File: src/rtl/layernorm_feeder_if.sv
// layernorm_feeder_if: command, memory-read and engine-side signals of the
// layer-norm input feeder. The master modport is the feeder itself; the slave
// modport is the environment (command source, memories and engine).
interface layernorm_feeder_if #(
    parameter int BUS_NUM         = 8,
    parameter int DATA_NUM_WIDTH  = 10,
    parameter int SCALA_POS_WIDTH = 5,
    parameter int ADDR_WIDTH      = 8,
    parameter int sig_width       = 7,
    parameter int exp_width       = 8
);
    localparam int FW = sig_width + exp_width + 1;

    logic                          start;
    logic [DATA_NUM_WIDTH-1:0]     start_data_num;
    logic [ADDR_WIDTH-1:0]         start_base_addr;
    logic [SCALA_POS_WIDTH-1:0]    start_in_scale_pos;
    logic [SCALA_POS_WIDTH-1:0]    start_out_scale_pos;
    logic                          busy;
    logic                          done;

    logic                          act_rd_en;
    logic [ADDR_WIDTH-1:0]         act_rd_addr;
    logic [BUS_NUM*8-1:0]          act_rd_data;
    logic                          prm_rd_en;
    logic [ADDR_WIDTH-1:0]         prm_rd_addr;
    logic [BUS_NUM*FW-1:0]         prm_gamma_data;
    logic [BUS_NUM*FW-1:0]         prm_beta_data;

    logic [DATA_NUM_WIDTH-1:0]     ln_data_num;
    logic                          ln_data_num_vld;
    logic [SCALA_POS_WIDTH-1:0]    ln_in_scale_pos;
    logic                          ln_in_scale_pos_vld;
    logic [SCALA_POS_WIDTH-1:0]    ln_out_scale_pos;
    logic                          ln_out_scale_pos_vld;
    logic [BUS_NUM*8-1:0]          ln_fixed_data;
    logic [BUS_NUM-1:0]            ln_fixed_data_vld;
    logic [BUS_NUM*FW-1:0]         ln_gamma;
    logic [BUS_NUM*FW-1:0]         ln_beta;
    logic [BUS_NUM-1:0]            ln_gamma_vld;
    logic [BUS_NUM-1:0]            ln_beta_vld;
    logic                          ln_out_last;

    modport master (
        input  start, start_data_num, start_base_addr,
        input  start_in_scale_pos, start_out_scale_pos,
        output busy, done,
        output act_rd_en, act_rd_addr,
        input  act_rd_data,
        output prm_rd_en, prm_rd_addr,
        input  prm_gamma_data, prm_beta_data,
        output ln_data_num, ln_data_num_vld,
        output ln_in_scale_pos, ln_in_scale_pos_vld,
        output ln_out_scale_pos, ln_out_scale_pos_vld,
        output ln_fixed_data, ln_fixed_data_vld,
        output ln_gamma, ln_beta, ln_gamma_vld, ln_beta_vld,
        input  ln_out_last
    );

    modport slave (
        output start, start_data_num, start_base_addr,
        output start_in_scale_pos, start_out_scale_pos,
        input  busy, done,
        input  act_rd_en, act_rd_addr,
        output act_rd_data,
        input  prm_rd_en, prm_rd_addr,
        output prm_gamma_data, prm_beta_data,
        input  ln_data_num, ln_data_num_vld,
        input  ln_in_scale_pos, ln_in_scale_pos_vld,
        input  ln_out_scale_pos, ln_out_scale_pos_vld,
        input  ln_fixed_data, ln_fixed_data_vld,
        input  ln_gamma, ln_beta, ln_gamma_vld, ln_beta_vld,
        output ln_out_last
    );
endinterface

File: src/rtl/layernorm_feeder.sv
// layernorm_feeder: sends the vector configuration to the layer-norm engine,
// streams one activation row as BUS_NUM-lane beats with lane masks, then holds
// off until the engine reports its last output beat.
// Optional feature macro: LN_FEEDER_GAMMA_BETA_EN (also stream gamma/beta
// parameter beats alongside the activation beats).
//
// state  | meaning
// IDLE   | waiting for start; done pulse of the previous command may be out
// CFG    | config valids out, read of beat 0 issued
// STREAM | one read per cycle for beats 1..NBEAT-1
// WAIT   | all reads issued, waiting for the engine's last output beat
module layernorm_feeder #(
    parameter int BUS_NUM         = 8,
    parameter int DATA_NUM_WIDTH  = 10,
    parameter int SCALA_POS_WIDTH = 5,
    parameter int ADDR_WIDTH      = 8,
    parameter int sig_width       = 7,
    parameter int exp_width       = 8
) (
    input  logic               clk,
    input  logic               rst_n,
    layernorm_feeder_if.master bus
);
    localparam int FW  = sig_width + exp_width + 1;
    localparam int DW  = DATA_NUM_WIDTH;
    localparam int SPW = SCALA_POS_WIDTH;
    localparam int AW  = ADDR_WIDTH;

    typedef enum logic [1:0] {S_IDLE, S_CFG, S_STREAM, S_WAIT} state_t;

    state_t                 r_state;
    state_t                 w_state_nxt;

    logic [DW-1:0]          r_data_num;
    logic [AW-1:0]          r_base;
    logic [SPW-1:0]         r_in_pos;
    logic [SPW-1:0]         r_out_pos;
    logic [BUS_NUM-1:0]     r_last_mask;
    logic [DW-1:0]          r_rem;
    logic [DW-1:0]          r_k;
    logic                   r_last_seen;
    logic                   r_done;
    logic                   r_done_busy;
    logic                   r_pend;
    logic [BUS_NUM-1:0]     r_pend_mask;
    logic [BUS_NUM*8-1:0]   r_ln_data;
    logic [BUS_NUM-1:0]     r_ln_vld;

    logic                   w_start_acc;
    logic                   w_start_zero;
    logic [DW:0]            w_nbeat_sum;
    logic [DW:0]            w_nbeat_shf;
    logic [DW-1:0]          w_rem_init;
    logic [DW-1:0]          w_n_m1;
    logic [DW-1:0]          w_lane_idx;
    logic [BUS_NUM-1:0]     w_last_mask;
    logic                   w_exit_wait;
    logic                   w_issue;
    logic                   w_cfg;
    logic                   w_busy;
    logic [AW-1:0]          w_act_addr;

    // The done cycle of a real command still counts as busy, so start is
    // only taken once that cycle has passed.
    assign w_start_acc  = bus.start && (r_state == S_IDLE) && !r_done_busy;
    assign w_start_zero = w_start_acc && (bus.start_data_num == '0);

    // Remaining-read down-counter starts at NBEAT-1 so the terminal count
    // marks the read of the final beat.
    assign w_nbeat_sum  = {1'b0, bus.start_data_num} + (DW+1)'(BUS_NUM - 1);
    assign w_nbeat_shf  = w_nbeat_sum >> $clog2(BUS_NUM);
    assign w_rem_init   = w_nbeat_shf[DW-1:0] - DW'(1);

    // Last beat carries lanes 0..R-1 where R-1 = (N-1) mod BUS_NUM.
    assign w_n_m1       = bus.start_data_num - DW'(1);
    assign w_lane_idx   = w_n_m1 & DW'(BUS_NUM - 1);

    // Lane mask of the final beat, derived from the incoming element count
    always_comb begin
        w_last_mask = '0;
        for (int i = 0; i < BUS_NUM; i++) begin
            w_last_mask[i] = (DW'(i) <= w_lane_idx);
        end
    end

    assign w_exit_wait = (r_state == S_WAIT) && (bus.ln_out_last || r_last_seen);

    // State register
    always_ff @(posedge clk) begin
        if (!rst_n) begin
            r_state <= S_IDLE;
        end else begin
            r_state <= w_state_nxt;
        end
    end

    // Next-state logic
    always_comb begin
        w_state_nxt = r_state;
        case (r_state)
            S_IDLE: begin
                if (w_start_acc && !w_start_zero) begin
                    w_state_nxt = S_CFG;
                end
            end
            S_CFG, S_STREAM: begin
                w_state_nxt = (r_rem == '0) ? S_WAIT : S_STREAM;
            end
            S_WAIT: begin
                if (w_exit_wait) begin
                    w_state_nxt = S_IDLE;
                end
            end
            default: w_state_nxt = S_IDLE;
        endcase
    end

    // State-decoded outputs
    always_comb begin
        w_issue    = (r_state == S_CFG) || (r_state == S_STREAM);
        w_cfg      = (r_state == S_CFG);
        w_busy     = (r_state != S_IDLE) || r_done_busy;
        w_act_addr = w_issue ? (r_base + AW'(r_k)) : '0;
    end

    // Command capture, read index and remaining-read counter
    always_ff @(posedge clk) begin
        if (!rst_n) begin
            r_data_num  <= '0;
            r_base      <= '0;
            r_in_pos    <= '0;
            r_out_pos   <= '0;
            r_last_mask <= '0;
            r_rem       <= '0;
            r_k         <= '0;
        end else if (w_start_acc) begin
            r_data_num  <= bus.start_data_num;
            r_base      <= bus.start_base_addr;
            r_in_pos    <= bus.start_in_scale_pos;
            r_out_pos   <= bus.start_out_scale_pos;
            r_last_mask <= w_last_mask;
            r_rem       <= w_rem_init;
            r_k         <= '0;
        end else if (w_issue) begin
            r_k <= r_k + DW'(1);
            if (r_rem != '0) begin
                r_rem <= r_rem - DW'(1);
            end
        end
    end

    // Early last-beat flag, done pulse and the busy extension over done
    always_ff @(posedge clk) begin
        if (!rst_n) begin
            r_last_seen <= 1'b0;
            r_done      <= 1'b0;
            r_done_busy <= 1'b0;
        end else begin
            if (w_state_nxt == S_IDLE) begin
                r_last_seen <= 1'b0;
            end else if (w_issue && bus.ln_out_last) begin
                r_last_seen <= 1'b1;
            end
            r_done      <= w_start_zero || w_exit_wait;
            r_done_busy <= w_exit_wait;
        end
    end

    // Track which issued read returns next cycle and its lane mask
    always_ff @(posedge clk) begin
        if (!rst_n) begin
            r_pend      <= 1'b0;
            r_pend_mask <= '0;
        end else begin
            r_pend      <= w_issue;
            r_pend_mask <= (r_rem == '0) ? r_last_mask : '1;
        end
    end

    // Register returned activation data onto the engine bus
    always_ff @(posedge clk) begin
        if (!rst_n) begin
            r_ln_data <= '0;
            r_ln_vld  <= '0;
        end else begin
            r_ln_data <= r_pend ? bus.act_rd_data : '0;
            r_ln_vld  <= r_pend ? r_pend_mask : '0;
        end
    end

    assign bus.busy                 = w_busy;
    assign bus.done                 = r_done;
    assign bus.act_rd_en            = w_issue;
    assign bus.act_rd_addr          = w_act_addr;
    assign bus.ln_data_num          = w_cfg ? r_data_num : '0;
    assign bus.ln_data_num_vld      = w_cfg;
    assign bus.ln_in_scale_pos      = w_cfg ? r_in_pos : '0;
    assign bus.ln_in_scale_pos_vld  = w_cfg;
    assign bus.ln_out_scale_pos     = w_cfg ? r_out_pos : '0;
    assign bus.ln_out_scale_pos_vld = w_cfg;
    assign bus.ln_fixed_data        = r_ln_data;
    assign bus.ln_fixed_data_vld    = r_ln_vld;

`ifdef LN_FEEDER_GAMMA_BETA_EN
    logic [BUS_NUM*FW-1:0] r_ln_gamma;
    logic [BUS_NUM*FW-1:0] r_ln_beta;

    // Parameter words follow the same one-cycle return and register stage
    always_ff @(posedge clk) begin
        if (!rst_n) begin
            r_ln_gamma <= '0;
            r_ln_beta  <= '0;
        end else begin
            r_ln_gamma <= r_pend ? bus.prm_gamma_data : '0;
            r_ln_beta  <= r_pend ? bus.prm_beta_data : '0;
        end
    end

    assign bus.prm_rd_en    = w_issue;
    assign bus.prm_rd_addr  = w_issue ? AW'(r_k) : '0;
    assign bus.ln_gamma     = r_ln_gamma;
    assign bus.ln_beta      = r_ln_beta;
    assign bus.ln_gamma_vld = r_ln_vld;
    assign bus.ln_beta_vld  = r_ln_vld;
`else
    // Gamma/beta are loaded by another agent; parameter data is ignored.
    logic w_unused_prm;
    assign w_unused_prm     = ^{bus.prm_gamma_data, bus.prm_beta_data};

    assign bus.prm_rd_en    = 1'b0;
    assign bus.prm_rd_addr  = '0;
    assign bus.ln_gamma     = '0;
    assign bus.ln_beta      = '0;
    assign bus.ln_gamma_vld = '0;
    assign bus.ln_beta_vld  = '0;
`endif

endmodule

File: src/flat_wrapper.sv
// flat-port wrapper written by rule: the top's interface ports become plain ports
module layernorm_feeder_flat 
#(
    parameter int BUS_NUM         = 8,
    parameter int DATA_NUM_WIDTH  = 10,
    parameter int SCALA_POS_WIDTH = 5,
    parameter int ADDR_WIDTH      = 8,
    parameter int sig_width       = 7,
    parameter int exp_width       = 8
)
  (clk, rst_n, bus_start, bus_start_data_num, bus_start_base_addr, bus_start_in_scale_pos, bus_start_out_scale_pos, bus_busy, bus_done, bus_act_rd_en, bus_act_rd_addr, bus_act_rd_data, bus_prm_rd_en, bus_prm_rd_addr, bus_prm_gamma_data, bus_prm_beta_data, bus_ln_data_num, bus_ln_data_num_vld, bus_ln_in_scale_pos, bus_ln_in_scale_pos_vld, bus_ln_out_scale_pos, bus_ln_out_scale_pos_vld, bus_ln_fixed_data, bus_ln_fixed_data_vld, bus_ln_gamma, bus_ln_beta, bus_ln_gamma_vld, bus_ln_beta_vld, bus_ln_out_last);
  layernorm_feeder_if #(.BUS_NUM(BUS_NUM), .DATA_NUM_WIDTH(DATA_NUM_WIDTH), .SCALA_POS_WIDTH(SCALA_POS_WIDTH), .ADDR_WIDTH(ADDR_WIDTH), .sig_width(sig_width), .exp_width(exp_width)) bus_i ();
  input  logic clk;
  input  logic rst_n;
  input wire logic [$bits(bus_i.start)-1:0] bus_start;
  input wire logic [$bits(bus_i.start_data_num)-1:0] bus_start_data_num;
  input wire logic [$bits(bus_i.start_base_addr)-1:0] bus_start_base_addr;
  input wire logic [$bits(bus_i.start_in_scale_pos)-1:0] bus_start_in_scale_pos;
  input wire logic [$bits(bus_i.start_out_scale_pos)-1:0] bus_start_out_scale_pos;
  output wire logic [$bits(bus_i.busy)-1:0] bus_busy;
  output wire logic [$bits(bus_i.done)-1:0] bus_done;
  output wire logic [$bits(bus_i.act_rd_en)-1:0] bus_act_rd_en;
  output wire logic [$bits(bus_i.act_rd_addr)-1:0] bus_act_rd_addr;
  input wire logic [$bits(bus_i.act_rd_data)-1:0] bus_act_rd_data;
  output wire logic [$bits(bus_i.prm_rd_en)-1:0] bus_prm_rd_en;
  output wire logic [$bits(bus_i.prm_rd_addr)-1:0] bus_prm_rd_addr;
  input wire logic [$bits(bus_i.prm_gamma_data)-1:0] bus_prm_gamma_data;
  input wire logic [$bits(bus_i.prm_beta_data)-1:0] bus_prm_beta_data;
  output wire logic [$bits(bus_i.ln_data_num)-1:0] bus_ln_data_num;
  output wire logic [$bits(bus_i.ln_data_num_vld)-1:0] bus_ln_data_num_vld;
  output wire logic [$bits(bus_i.ln_in_scale_pos)-1:0] bus_ln_in_scale_pos;
  output wire logic [$bits(bus_i.ln_in_scale_pos_vld)-1:0] bus_ln_in_scale_pos_vld;
  output wire logic [$bits(bus_i.ln_out_scale_pos)-1:0] bus_ln_out_scale_pos;
  output wire logic [$bits(bus_i.ln_out_scale_pos_vld)-1:0] bus_ln_out_scale_pos_vld;
  output wire logic [$bits(bus_i.ln_fixed_data)-1:0] bus_ln_fixed_data;
  output wire logic [$bits(bus_i.ln_fixed_data_vld)-1:0] bus_ln_fixed_data_vld;
  output wire logic [$bits(bus_i.ln_gamma)-1:0] bus_ln_gamma;
  output wire logic [$bits(bus_i.ln_beta)-1:0] bus_ln_beta;
  output wire logic [$bits(bus_i.ln_gamma_vld)-1:0] bus_ln_gamma_vld;
  output wire logic [$bits(bus_i.ln_beta_vld)-1:0] bus_ln_beta_vld;
  input wire logic [$bits(bus_i.ln_out_last)-1:0] bus_ln_out_last;
  assign bus_i.start = bus_start;
  assign bus_i.start_data_num = bus_start_data_num;
  assign bus_i.start_base_addr = bus_start_base_addr;
  assign bus_i.start_in_scale_pos = bus_start_in_scale_pos;
  assign bus_i.start_out_scale_pos = bus_start_out_scale_pos;
  assign bus_busy = bus_i.busy;
  assign bus_done = bus_i.done;
  assign bus_act_rd_en = bus_i.act_rd_en;
  assign bus_act_rd_addr = bus_i.act_rd_addr;
  assign bus_i.act_rd_data = bus_act_rd_data;
  assign bus_prm_rd_en = bus_i.prm_rd_en;
  assign bus_prm_rd_addr = bus_i.prm_rd_addr;
  assign bus_i.prm_gamma_data = bus_prm_gamma_data;
  assign bus_i.prm_beta_data = bus_prm_beta_data;
  assign bus_ln_data_num = bus_i.ln_data_num;
  assign bus_ln_data_num_vld = bus_i.ln_data_num_vld;
  assign bus_ln_in_scale_pos = bus_i.ln_in_scale_pos;
  assign bus_ln_in_scale_pos_vld = bus_i.ln_in_scale_pos_vld;
  assign bus_ln_out_scale_pos = bus_i.ln_out_scale_pos;
  assign bus_ln_out_scale_pos_vld = bus_i.ln_out_scale_pos_vld;
  assign bus_ln_fixed_data = bus_i.ln_fixed_data;
  assign bus_ln_fixed_data_vld = bus_i.ln_fixed_data_vld;
  assign bus_ln_gamma = bus_i.ln_gamma;
  assign bus_ln_beta = bus_i.ln_beta;
  assign bus_ln_gamma_vld = bus_i.ln_gamma_vld;
  assign bus_ln_beta_vld = bus_i.ln_beta_vld;
  assign bus_i.ln_out_last = bus_ln_out_last;
  layernorm_feeder #(.BUS_NUM(BUS_NUM), .DATA_NUM_WIDTH(DATA_NUM_WIDTH), .SCALA_POS_WIDTH(SCALA_POS_WIDTH), .ADDR_WIDTH(ADDR_WIDTH), .sig_width(sig_width), .exp_width(exp_width)) u_core (.clk(clk), .rst_n(rst_n), .bus(bus_i));
endmodule
File: config.mk
export PLATFORM = sky130hd
export DESIGN_NAME = layernorm_feeder_flat
export DESIGN_NICKNAME = d
export VERILOG_FILES = /design/src/rtl/layernorm_feeder_if.sv /design/src/rtl/layernorm_feeder.sv /design/src/flat_wrapper.sv
export SDC_FILE = /design/constraint.sdc
export NUM_CORES = 1
export LEC_CHECK = 0
export ABC_AREA = 1
export BUFFER_PORTS_ARGS = -buffer_cell sky130_fd_sc_hd__buf_4
export CAP_MARGIN = 20
export CORE_AREA = 2 2 289 291
export DETAILED_ROUTE_END_ITERATION = 8
export DIE_AREA = 0 0 291 293
export GPL_ROUTABILITY_DRIVEN = 0
export PLACE_DENSITY_LB_ADDON = 0.12
export SYNTH_ARGS = -nofsm -noshare
export SYNTH_HDL_FRONTEND = slang
export SYNTH_SLANG_ARGS = --single-unit
File: constraint.sdc
create_clock -name clk -period 1.85 [get_ports clk]
set_input_delay 0.185 -clock clk [delete_from_list [all_inputs] [get_ports clk]]
set_output_delay 0.185 -clock clk [all_outputs]
set_load 0.01 [all_outputs]
==> flow_metrics.tcl, run 1 <==
set metrics [dict create \
    run_status "complete, but fails checks" \
    violations_in_the_final_reports "negative setup slack" \
    timing.reg2reg.setup_slack_ns 0.14 \
    design.portCount 739 \
    track_usage_pct 5.931 \
    total_leakage_power_nw 5.901 \
    finalInstanceArea_mm2 0.01166 \
    vdd.ir_drop.worst_mv 0.4482 \
    drtPass1Iterations 4 \
    clock_tree_buffer_depth 2 \
    finalSetupViolations 7 \
    grt_first_pass_wirelength_um 37440 \
    peak_clock_frequency_supported_by_timing_ghz 0.4315 \
    htree_num_levels 4 \
    finalHoldViolCount 0 \
    worst_endpoint_required_time_ns 1.66 \
    synthDistinctLibCells 36 \
    first_global_vias 6004 \
    die_y_um 293 \
    drv.max_cap_violation_count 0 \
    crit-reg2reg-capture "u_core.r_k[7]" \
    worstPathCellList "ha_4 -> fa_2 -> nand3_2 -> nand3_2 -> nand2_1 -> nand2_1 -> a21oi_2 -> xor2_1 -> nor2_1 -> buf_4" \
    min_period_over_period_pct 125.3 \
    groute.layer.met2.usage_pct 9.283 \
    synth_sequential_area_ratio_pct 36.22 \
    finalSetupTns_ns -1.567 \
    vias 6361 \
    worst_path_largest_cell_delay_ns 0.37 \
    cts.sink_count 140 \
    port-buffer-count 201 \
    place_hpwl_um 20700 \
    powerDensity_mw_per_mm2 998.0 \
    clk-insertion-delay-late_ns 0.46 \
    cp_data_arrival_time_ns 2.13 \
    wire_per_inst_um 10.66 \
    yosys.area.top_type "sky130_fd_sc_hd__dfxtp_1" \
    grt_antenna_before_repair 5 \
    synth_seq_cells 140 \
    ff2ff_path_depth 13 \
    globalRouteMet1Util_pct 7.335 \
    cts_inserted_buffers 17 \
    worst_slack_ns -0.4675 \
    drt_iter0_markers 180 \
    yosys-top-cells-area "sky130_fd_sc_hd__dfxtp_1 (36%), sky130_fd_sc_hd__buf_4 (27%), sky130_fd_sc_hd__inv_1 (7.3%)" \
    avg_synthesized_cell_area_um2 7.587 \
    report.power.total_mw 11.64 \
    floorplan_core_area_mm2 0.08185 \
    hold_path.class "primary input to flip-flop" \
    tritoncts_clock_tree "done" \
    globalRoute.totalOverflow 0 \
    min_delay_worst_endpoint "u_core.r_data_num[9]" \
    post_synthesis_cell_area_mm2 0.007739 \
    dpl_cell_area_mm2 0.009847 \
    critical_path_buf_inv_count 1 \
    number_of_cells_on_the_critical_path 10 \
    final_layout_size_suffix_gt1_share_pct 26.58 \
    wirelength_um 26070 \
    maxSlewViolCount 0 \
    grt_setup_unrepaired "true" \
    crit_type "flip-flop to primary output" \
    hold_ws_ns 0.06506 \
    design.die.area_mm2 0.08526 \
    cts.reportedPaths.clkPinSlew_ns 0.08 \
    core.rowCount 105 \
    via_density 2.601 \
    critPathTopFamily "adder cells" \
    synth_top_cell_area_share_pct 36.22 \
    critical_path.max_fanout 2 \
    ant_nets 0 \
    initial_core_util_pct 9.455 \
    drcViolationCount 0 \
    timing.final.crit_period_ns 2.318 \
    synthCells 1020 \
    finalClockSkew_ns 0.02152 \
    cts.root.buffer_cell "sky130_fd_sc_hd__clkbuf_16" \
    area.growth.synth_to_final_pct 50.74 \
    dp_worst_setup_slack_ns -0.1730 \
    pin_count_of_the_biggest_net_entering_global_routing 34 \
    holdCritStartpoint "bus_start_data_num[9]" \
    die_span_x_um 291 \
    whs_path_depth 3 \
    crit_path_end_kind "primary output" \
    worst_r2r_startpoint "u_core.r_state[0]" \
    final_nets 1732 \
    worst_path_max_delay_cell "sky130_fd_sc_hd__fa_2" \
    ys.warnings.count 0 \
    global_route.peak_usage_layer "met2" \
    startpoint_type "flip-flop" \
    grtUsageMet3_pct 2.171 \
]
repair_timing:
action / in CTS / in global routing
hold buffers: 84 / 0
cloned: 0 / 1
pin swaps: 7 / 9
gates resized for setup: 34 / 52
endpoints found under the hold margin: 84 / 0
endpoints found under the setup margin: 29 / 18
setup buffers: 5 / 7
synth_stat cells:
master                      instances
sky130_fd_sc_hd__nor2_2             6
sky130_fd_sc_hd__a211oi_1           1
sky130_fd_sc_hd__nand3_1           36
sky130_fd_sc_hd__ha_1              19
sky130_fd_sc_hd__xor2_1             3
sky130_fd_sc_hd__a21oi_1           24
sky130_fd_sc_hd__clkinv_2           1
sky130_fd_sc_hd__nand2_4            1
sky130_fd_sc_hd__o31ai_1            1
sky130_fd_sc_hd__inv_1            151
sky130_fd_sc_hd__xnor2_1            1
sky130_fd_sc_hd__o21ai_1            5
sky130_fd_sc_hd__a22o_1            20
sky130_fd_sc_hd__o2111ai_1          1
sky130_fd_sc_hd__buf_1              1
sky130_fd_sc_hd__nand2_2            5
sky130_fd_sc_hd__o22ai_1            1
sky130_fd_sc_hd__o21a_1             1
sky130_fd_sc_hd__clkbuf_1          16
sky130_fd_sc_hd__fa_1               1
sky130_fd_sc_hd__buf_2              5
sky130_fd_sc_hd__o21ai_0           41
sky130_fd_sc_hd__or2_2              1
sky130_fd_sc_hd__o21bai_1           1
sky130_fd_sc_hd__conb_1             1
sky130_fd_sc_hd__nand2_1          126
sky130_fd_sc_hd__nor3_2             1
sky130_fd_sc_hd__nand4_1            7
sky130_fd_sc_hd__o211ai_1           2
sky130_fd_sc_hd__inv_2              3
sky130_fd_sc_hd__nor2_1           102
sky130_fd_sc_hd__a32o_1             3
sky130_fd_sc_hd__nor2_4             1
sky130_fd_sc_hd__buf_4            283
sky130_fd_sc_hd__nor3_1             8
sky130_fd_sc_hd__dfxtp_1          140
per-layer routing:
metal	wire, µm	part of all wire, %	up-vias
met4	461	1.8	4
met3	2089	8.0	23
met5	27	0.10	-
met2	11800	45	288
li1	-	-	3240
met1	11700	45	2806
flip-flops by register name, summed over array words and instances (netlist names), 8 cells and up:
register and cells:
u_core.r_data_num 10, u_core.bus.ln_fixed_data_vld 8, u_core.r_base 8, u_core.r_last_mask 8, u_core.bus.ln_fixed_data 64, u_core.r_pend_mask 8
u_core.r_rem 10, u_core.r_k 8
worst register-to-register path, stage by stage, from the launching register on:
cell and delay, ns:
sky130_fd_sc_hd__dfxtp_2 0.33, sky130_fd_sc_hd__inv_2 0.05, sky130_fd_sc_hd__ha_4 0.26, sky130_fd_sc_hd__buf_6 0.10, sky130_fd_sc_hd__buf_4 0.11, sky130_fd_sc_hd__nand2_1 0.05
sky130_fd_sc_hd__inv_1 0.06, sky130_fd_sc_hd__nand3_1 0.07, sky130_fd_sc_hd__inv_1 0.07, sky130_fd_sc_hd__nand2_1 0.09, sky130_fd_sc_hd__nor2_4 0.14, sky130_fd_sc_hd__nand3_2 0.08
sky130_fd_sc_hd__o21ai_1 0.12, sky130_fd_sc_hd__a21oi_1 0.05
power by group:
group          switching (mW)  total [mW]  internal [mW]
clock network            1.52        3.48           1.96
registers               0.273        3.80           3.53
logic                    2.41        4.36           1.95
worst max path at each step:
stage	startpoint	endpoint	slack [ns]
after floorplan	u_core.r_k[0]	bus_act_rd_addr[6]	0.1
after CTS	u_core.r_k[0]	bus_act_rd_addr[6]	-0.54
after detailed placement	u_core.r_k[0]	bus_act_rd_addr[6]	-0.17
after global placement	u_core.r_k[0]	bus_act_rd_addr[6]	-0.22
after global routing	u_core.r_k[0]	bus_act_rd_addr[6]	-0.60
final	u_core.r_k[0]	bus_act_rd_addr[6]	-0.47
area by class of cell:
type | instances | area [µm²]
Timing Repair Buffer | 346 | 2978
Antenna cell | 3 | 7.507
Tap cell | 1070 | 1339
Clock buffer | 20 | 466.7
Sequential cell | 140 | 2813
Fill cell | 9431 | 70180
Inverter | 155 | 583.1
Multi-Input combinational cell | 700 | 3363
Clock inverter | 12 | 115.1
metrics by stage:
stage | cells | utilization, %
finish | 2446 | 14.25
detailed placement | 2316 | 12.03
floorplan | 1300 | -
CTS | 2436 | 14.00
global placement | 2316 | 12.03
global route | 2443 | 14.24
cells by family (layout without fill, tap and decap cells):
| kind of cell | after synthesis | after routing | synth area share, % |
|---|---|---|---|
| buf+inv | 460 | 533 | 36.14 |
| simple gates | 294 | 294 | 15.86 |
| flops | 140 | 140 | 36.22 |
| compound gates | 101 | 101 | 7.955 |
| fa+ha+maj | 20 | 20 | 3.331 |
| xor+xnor | 4 | 4 | 0.4528 |
| other cells | 1 | 284 | 0.04846 |
cells in the final DEF, fill, tap and decap left out, types with 5 or more instances in the layout:
master                          netlist  routed
sky130_fd_sc_hd__a21oi_1             24      21
sky130_fd_sc_hd__a22o_1              20      20
sky130_fd_sc_hd__buf_12               0       5
sky130_fd_sc_hd__buf_4              283     233
sky130_fd_sc_hd__buf_6                0      22
sky130_fd_sc_hd__clkbuf_16            0      18
sky130_fd_sc_hd__clkinvlp_4           0       5
sky130_fd_sc_hd__conb_1               1     281
sky130_fd_sc_hd__dfxtp_1            140     134
sky130_fd_sc_hd__dfxtp_2              0       5
sky130_fd_sc_hd__dlygate4sd3_1        0      84
sky130_fd_sc_hd__ha_1                19      13
sky130_fd_sc_hd__ha_4                 0       6
sky130_fd_sc_hd__inv_1              151     136
sky130_fd_sc_hd__inv_2                3      18
sky130_fd_sc_hd__nand2_1            126     114
sky130_fd_sc_hd__nand2_2              5      15
sky130_fd_sc_hd__nand3_1             36      33
sky130_fd_sc_hd__nand4_1              7       7
sky130_fd_sc_hd__nor2_1             102      98
sky130_fd_sc_hd__nor2_2               6       8
sky130_fd_sc_hd__nor3_1               8       8
sky130_fd_sc_hd__o21ai_0             41      38
sky130_fd_sc_hd__o21ai_1              5       7
Power figures use the tool's default switching activity.
==> inputs of run 2 (changes only) <==
--- a/config.mk
+++ b/config.mk
@@ -8,11 +8,14 @@
 export ABC_AREA = 1
 export BUFFER_PORTS_ARGS = -buffer_cell sky130_fd_sc_hd__buf_4
 export CAP_MARGIN = 20
-export CORE_AREA = 2 2 289 291
+export CELL_PAD_IN_SITES_DETAIL_PLACEMENT = 1
+export CELL_PAD_IN_SITES_GLOBAL_PLACEMENT = 2
+export CORE_AREA = 2 2 290 292
 export DETAILED_ROUTE_END_ITERATION = 8
-export DIE_AREA = 0 0 291 293
+export DIE_AREA = 0 0 292 294
 export GPL_ROUTABILITY_DRIVEN = 0
 export PLACE_DENSITY_LB_ADDON = 0.12
+export SKIP_CTS_REPAIR_TIMING = 1
 export SYNTH_ARGS = -nofsm -noshare
 export SYNTH_HDL_FRONTEND = slang
 export SYNTH_SLANG_ARGS = --single-unit
==> run 2 against run 1 <==
Effect of this change: the run still ends with negative setup slack left; global-route usage grew 0.61 points; sequential share of layout area shrank 0.79 points; non-clock buffer count grew 16; via count grew 2.6%; final cell count grew 1.1%; register-to-register slack is essentially flat; critical path depth is the same; power grew 7.3%; routed wire length grew 16%; highest routed layer unchanged; flip-flop and latch count is the same; first-iteration DRC count shrank 47%; clock skew shrank 0.010 ns.
==> flow_metrics.tcl, run 2 (synthesis gave the netlist of run 1 again) <==
set metrics [dict create \
    violations_in_the_final_reports "negative setup slack" \
    tritoncts_clock_tree "done" \
    port-buffer-count 201 \
    globalRoute.totalOverflow 0 \
    min_delay_worst_endpoint "u_core.r_data_num[2]" \
    largest_register_ff_count 64 \
    worstPathCellList "ha_4 -> fa_2 -> nand3_2 -> nand3_2 -> nand2_1 -> nand2_1 -> a21oi_2 -> xor2_1 -> nor2_1 -> buf_4" \
    cts.root.buffer_cell "sky130_fd_sc_hd__clkbuf_16" \
    maxSlewViolCount 0 \
    total_leakage_power_nw 6.188 \
    powerDensity_mw_per_mm2 1035 \
    peak_clock_frequency_supported_by_timing_ghz 0.4385 \
    ant_nets 0 \
    worst_path_largest_cell_delay_ns 0.35 \
    ff2ff_path_depth 13 \
    grt_antenna_before_repair 4 \
    track_usage_pct 6.541 \
    timing.reg2reg.setup_slack_ns 0.14 \
    dpl_cell_area_mm2 0.009982 \
    worst_path_max_delay_cell "sky130_fd_sc_hd__fa_2" \
    final.fill_count 9954 \
    wirelength_um 30120 \
    whs_path_depth 3 \
    drv.max_cap_violation_count 0 \
    final_layout_size_suffix_gt1_share_pct 30.89 \
    worst_slack_ns -0.4306 \
    drtPass1Iterations 3 \
    clock_tree_buffer_depth 2 \
    min_period_over_period_pct 123.3 \
    critPathTopFamily "adder cells" \
    cts.reportedPaths.clkPinSlew_ns 0.07 \
    cts_inserted_buffers 17 \
    run_status "complete, but fails checks" \
    finalHoldViolCount 0 \
    grt_first_pass_wirelength_um 40250 \
    crit_path_end_kind "primary output" \
    area.growth.synth_to_final_pct 56.06 \
    die_span_x_um 292 \
    drt_iter0_markers 96 \
    first_global_vias 6003 \
    drcViolationCount 0 \
    timing.final.crit_period_ns 2.281 \
    core.rowCount 106 \
    finalInstanceArea_mm2 0.01208 \
    final_nets 1748 \
    most-common-layout-cells "sky130_fd_sc_hd__conb_1 (281), sky130_fd_sc_hd__buf_4 (237), sky130_fd_sc_hd__dfxtp_1 (129)" \
    most_common_library_cell_in_the_layout_ignoring_fill_and_taps "sky130_fd_sc_hd__conb_1" \
    cts.sink_count 140 \
    hold_path.class "primary input to flip-flop" \
    htree_num_levels 4 \
    crit-reg2reg-capture "u_core.r_k[7]" \
    die_y_um 294 \
    crit_type "flip-flop to primary output" \
    pin_count_of_the_biggest_net_entering_global_routing 39 \
    floorplan_core_area_mm2 0.08289 \
    cp_data_arrival_time_ns 2.10 \
    finalSetupTns_ns -1.983 \
    place_hpwl_um 23480 \
    worst_endpoint_required_time_ns 1.66 \
    clk-insertion-delay-late_ns 0.47 \
    vdd.ir_drop.worst_mv 0.5757 \
    grt_setup_unrepaired "true" \
    crit_path_start "u_core.r_base[0]" \
    critical_path_buf_inv_count 1 \
    startpoint_type "flip-flop" \
    number_of_cells_on_the_critical_path 10 \
    design.die.area_mm2 0.08585 \
    wire_per_inst_um 12.18 \
    finalClockSkew_ns 0.01131 \
    via_density 2.640 \
    worst_r2r_startpoint "u_core.r_state[1]" \
    design.portCount 739 \
    critical_path.max_fanout 2 \
    finalSetupViolations 8 \
    holdCritStartpoint "bus_start_data_num[2]" \
    initial_core_util_pct 9.336 \
    vias 6526 \
    hold_ws_ns 0.06339 \
    report.power.total_mw 12.50 \
]
==> run 2: power by group <==
| part | switching (mW) | internal [mW] | total (mW) |
|---|---|---|---|
| registers | 0.319 | 3.52 | 3.84 |
| logic | 2.79 | 2.29 | 5.08 |
| clock network | 1.67 | 1.90 | 3.57 |
==> run 2: final cells by class <==
class                           count  area, µm²  share of cell area [%]
Inverter                          155      585.6                   4.849
Clock buffer                       17      425.4                   3.523
Tap cell                         1080       1351                   11.19
Sequential cell                   140       2816                   23.32
Timing Repair Buffer              362       3172                   26.26
Antenna cell                        3      7.507                 0.06216
Multi-Input combinational cell    700       3566                   29.53
Clock inverter                     15      152.6                   1.264
==> run 2: worst max-delay path by stage <==
stage	endpoint	slack [ns]
after global placement	u_core.r_rem[9]	-0.18
final	bus_act_rd_addr[6]	-0.43
after floorplan	bus_act_rd_addr[6]	0.1
after CTS	bus_act_rd_addr[6]	-0.71
after detailed placement	u_core.r_rem[9]	-0.16
after global routing	bus_act_rd_addr[6]	-0.56
==> run 2: routing by layer <==
metal  share of wire (%)  up-vias  GRT usage (%)
li1                    -     3279              -
met1                  46     2956          7.906
met2                  45      265          10.16
met3                 7.2       22          2.946
met4                 1.4        4          2.414
met5               0.070        -              0
==> run 2: metrics by stage <==
| stage | std cells | util (%) | setup WS (ns) |
|---|---|---|---|
| 2_1_floorplan | 1300 | - | 0.09671 |
| 3_3_place_gp | 2339 | 12.04 | -0.1776 |
| 3_5_place_dp | 2339 | 12.04 | -0.1608 |
| 4_1_cts | 2371 | 12.74 | -0.7092 |
| 5_1_grt | 2469 | 14.56 | -0.5556 |
| 6_report | 2472 | 14.57 | -0.4306 |
==> run 2: worst reg2reg max path, cell delays in order (launching register included) <==
cell and delay [ns]:
sky130_fd_sc_hd__dfxtp_2 0.34, sky130_fd_sc_hd__inv_2 0.05, sky130_fd_sc_hd__ha_4 0.30, sky130_fd_sc_hd__buf_6 0.11, sky130_fd_sc_hd__buf_4 0.09, sky130_fd_sc_hd__nand2_1 0.05
sky130_fd_sc_hd__inv_2 0.06, sky130_fd_sc_hd__nand3_2 0.06, sky130_fd_sc_hd__inv_2 0.06, sky130_fd_sc_hd__nand2_2 0.07, sky130_fd_sc_hd__nor2_4 0.14, sky130_fd_sc_hd__nand3_2 0.09
sky130_fd_sc_hd__o21ai_2 0.13, sky130_fd_sc_hd__a21oi_1 0.04
==> inputs of run 3 (changes only) <==
--- a/config.mk
+++ b/config.mk
@@ -7,7 +7,7 @@
 export LEC_CHECK = 0
 export ABC_AREA = 1
 export BUFFER_PORTS_ARGS = -buffer_cell sky130_fd_sc_hd__buf_4
-export CAP_MARGIN = 20
+export CAP_MARGIN = 15
 export CELL_PAD_IN_SITES_DETAIL_PLACEMENT = 1
 export CELL_PAD_IN_SITES_GLOBAL_PLACEMENT = 2
 export CORE_AREA = 2 2 290 292
@@ -19,3 +19,4 @@
 export SYNTH_ARGS = -nofsm -noshare
 export SYNTH_HDL_FRONTEND = slang
 export SYNTH_SLANG_ARGS = --single-unit
+export TNS_END_PERCENT = 50
==> run 3 against run 2 <==
Effect of this change: the flow still finishes with violations (negative setup slack); final cell count about the same; register-to-register slack about the same; global-route usage unchanged; first-iteration DRC count up 8.3%; critical path depth unchanged; sequential share of layout area about the same; clock skew up 0.0023 ns; die area unchanged; maximum frequency unchanged; count of clock-buffer cells in the layout unchanged; design area about the same; largest cell class unchanged; largest power group unchanged; highest routed layer unchanged.
==> flow_metrics.tcl, run 3 (synthesis gave the netlist of run 1 again) <==
set metrics [dict create \
    run_status "complete, but fails checks" \
    violations_in_the_final_reports "negative setup slack" \
    crit-reg2reg-capture "u_core.r_k[7]" \
    drcViolationCount 0 \
    dpl.cell_count 2339 \
    track_usage_pct 6.541 \
    vdd.ir_drop.worst_mv 0.5758 \
    ant_nets 0 \
    die_span_x_um 292 \
    vias 6529 \
    min_delay_worst_endpoint "u_core.r_data_num[2]" \
    whs_path_depth 3 \
    worst_path_max_delay_cell "sky130_fd_sc_hd__fa_2" \
    clock_tree_buffer_depth 2 \
    initial_core_util_pct 9.336 \
    finalInstanceArea_mm2 0.01207 \
    worst_slack_ns -0.4306 \
    core.rowCount 106 \
    peak_clock_frequency_supported_by_timing_ghz 0.4385 \
    global_route.peak_usage_layer "met2" \
    timing.reg2reg.setup_slack_ns 0.14 \
    critical_path_buf_inv_count 1 \
    startpoint_type "flip-flop" \
    ff2ff_path_depth 13 \
    place_hpwl_um 23480 \
    grtUsageMet3_pct 2.946 \
    htree_num_levels 4 \
    cts.reportedPaths.clkPinSlew_ns 0.07 \
    port-buffer-count 201 \
    finalHoldViolCount 0 \
    finalSetupViolations 8 \
    drt_iter0_markers 104 \
    total_leakage_power_nw 6.183 \
    finalNonFillerCells 2471 \
    drv.max_cap_violation_count 0 \
    globalRoute.totalOverflow 0 \
    worst_r2r_startpoint "u_core.r_state[1]" \
    area.growth.synth_to_final_pct 55.97 \
    drtPass1Iterations 4 \
    clk-insertion-delay-late_ns 0.47 \
    holdCritStartpoint "bus_start_data_num[2]" \
    final_nets 1747 \
    tritoncts_clock_tree "done" \
    dpl_cell_area_mm2 0.009982 \
    crit_type "flip-flop to primary output" \
    most_common_library_cell_in_the_layout_ignoring_fill_and_taps "sky130_fd_sc_hd__conb_1" \
    finalClockSkew_ns 0.01363 \
    crit_path_end_kind "primary output" \
    design.portCount 739 \
    min_period_over_period_pct 123.3 \
    most-common-layout-cells "sky130_fd_sc_hd__conb_1 (281), sky130_fd_sc_hd__buf_4 (236), sky130_fd_sc_hd__dfxtp_1 (129)" \
    die_y_um 294 \
    wirelength_um 30120 \
    cts_inserted_buffers 17 \
    floorplan_core_area_mm2 0.08289 \
    via_density 2.642 \
    critical_path.max_fanout 2 \
    worst_path_largest_cell_delay_ns 0.35 \
    timing.final.crit_period_ns 2.281 \
    hold_path.class "primary input to flip-flop" \
    grt_antenna_before_repair 4 \
    wire_per_inst_um 12.19 \
    design.die.area_mm2 0.08585 \
    maxSlewViolCount 0 \
    powerDensity_mw_per_mm2 1033 \
    groute.layer.met2.usage_pct 10.16 \
    worst_endpoint_required_time_ns 1.66 \
    grt_first_pass_wirelength_um 40250 \
    final_layout_size_suffix_gt1_share_pct 30.76 \
    cp_data_arrival_time_ns 2.10 \
    first_global_vias 6003 \
    cts.root.buffer_cell "sky130_fd_sc_hd__clkbuf_16" \
    cts.sink_count 140 \
    worstPathCellList "ha_4 -> fa_2 -> nand3_2 -> nand3_2 -> nand2_1 -> nand2_1 -> a21oi_2 -> xor2_1 -> nor2_1 -> buf_4" \
    critPathTopFamily "adder cells" \
    globalRouteMet1Util_pct 7.906 \
    pin_count_of_the_biggest_net_entering_global_routing 39 \
    largest_register_ff_count 64 \
    final.fill_count 9947 \
    grt_setup_unrepaired "true" \
]
## run 3: layout make-up
cell class	count	area, µm²	share of cell area (%)
Timing Repair Buffer	361	3173	26.29
Clock buffer	17	425.4	3.524
Inverter	155	585.6	4.851
Antenna cell	3	7.507	0.06220
Tap cell	1080	1351	11.20
Multi-Input combinational cell	700	3558	29.48
Clock inverter	15	152.6	1.265
Sequential cell	140	2816	23.33
## run 3: tightest hold or removal path, cell delays in order
cell and delay, ns:
sky130_fd_sc_hd__buf_4 0.11, sky130_fd_sc_hd__inv_2 0.06, sky130_fd_sc_hd__o21ai_0 0.14
## run 3: metal layers
layer,up-vias,routed length (µm)
met5,-,21
li1,3279,-
met4,4,423
met3,22,2215
met1,2959,13850
met2,265,13610
## run 3: worst max path at each step
stage | startpoint | to | slack [ns] | depth (start not counted)
floorplan | u_core.r_k[0] | bus_act_rd_addr[6] | 0.1 | 9
global placement | bus_start_data_num[0] | u_core.r_rem[9] | -0.18 | 14
detailed placement | bus_start_data_num[0] | u_core.r_rem[9] | -0.16 | 14
CTS | u_core.r_k[0] | bus_act_rd_addr[6] | -0.71 | 10
global route | u_core.r_base[0] | bus_act_rd_addr[6] | -0.56 | 10
finish | u_core.r_base[0] | bus_act_rd_addr[6] | -0.43 | 10
## run 3: report_power, final
| part | leakage, nW | total [mW] | internal (mW) | switching (mW) |
|---|---|---|---|---|
| Combinational | 4.76 | 5.05 | 2.28 | 2.77 |
| Sequential | 1.15 | 3.84 | 3.52 | 0.319 |
| Clock | 0.277 | 3.57 | 1.90 | 1.68 |
| Total | 6.18 | 12.5 | 7.70 | 4.76 |
## run 3: stage by stage
| step | utilization, % | hold slack [ns] | total power [mW] | setup TNS [ns] | setup WS [ns] |
|---|---|---|---|---|---|
| after CTS | 12.74 | -0.1374 | 11.85 | -10.24 | -0.7092 |
| final | 14.56 | 0.06334 | 12.46 | -1.985 | -0.4306 |
| after global placement | 12.04 | 0.4024 | 8.095 | -2.723 | -0.1776 |
| after floorplan | - | 0.2972 | 6.225 | 0 | 0.09671 |
| after detailed placement | 12.04 | 0.4054 | 8.067 | -2.893 | -0.1608 |
| after global routing | 14.55 | 0.03825 | 13.51 | -4.848 | -0.5556 |
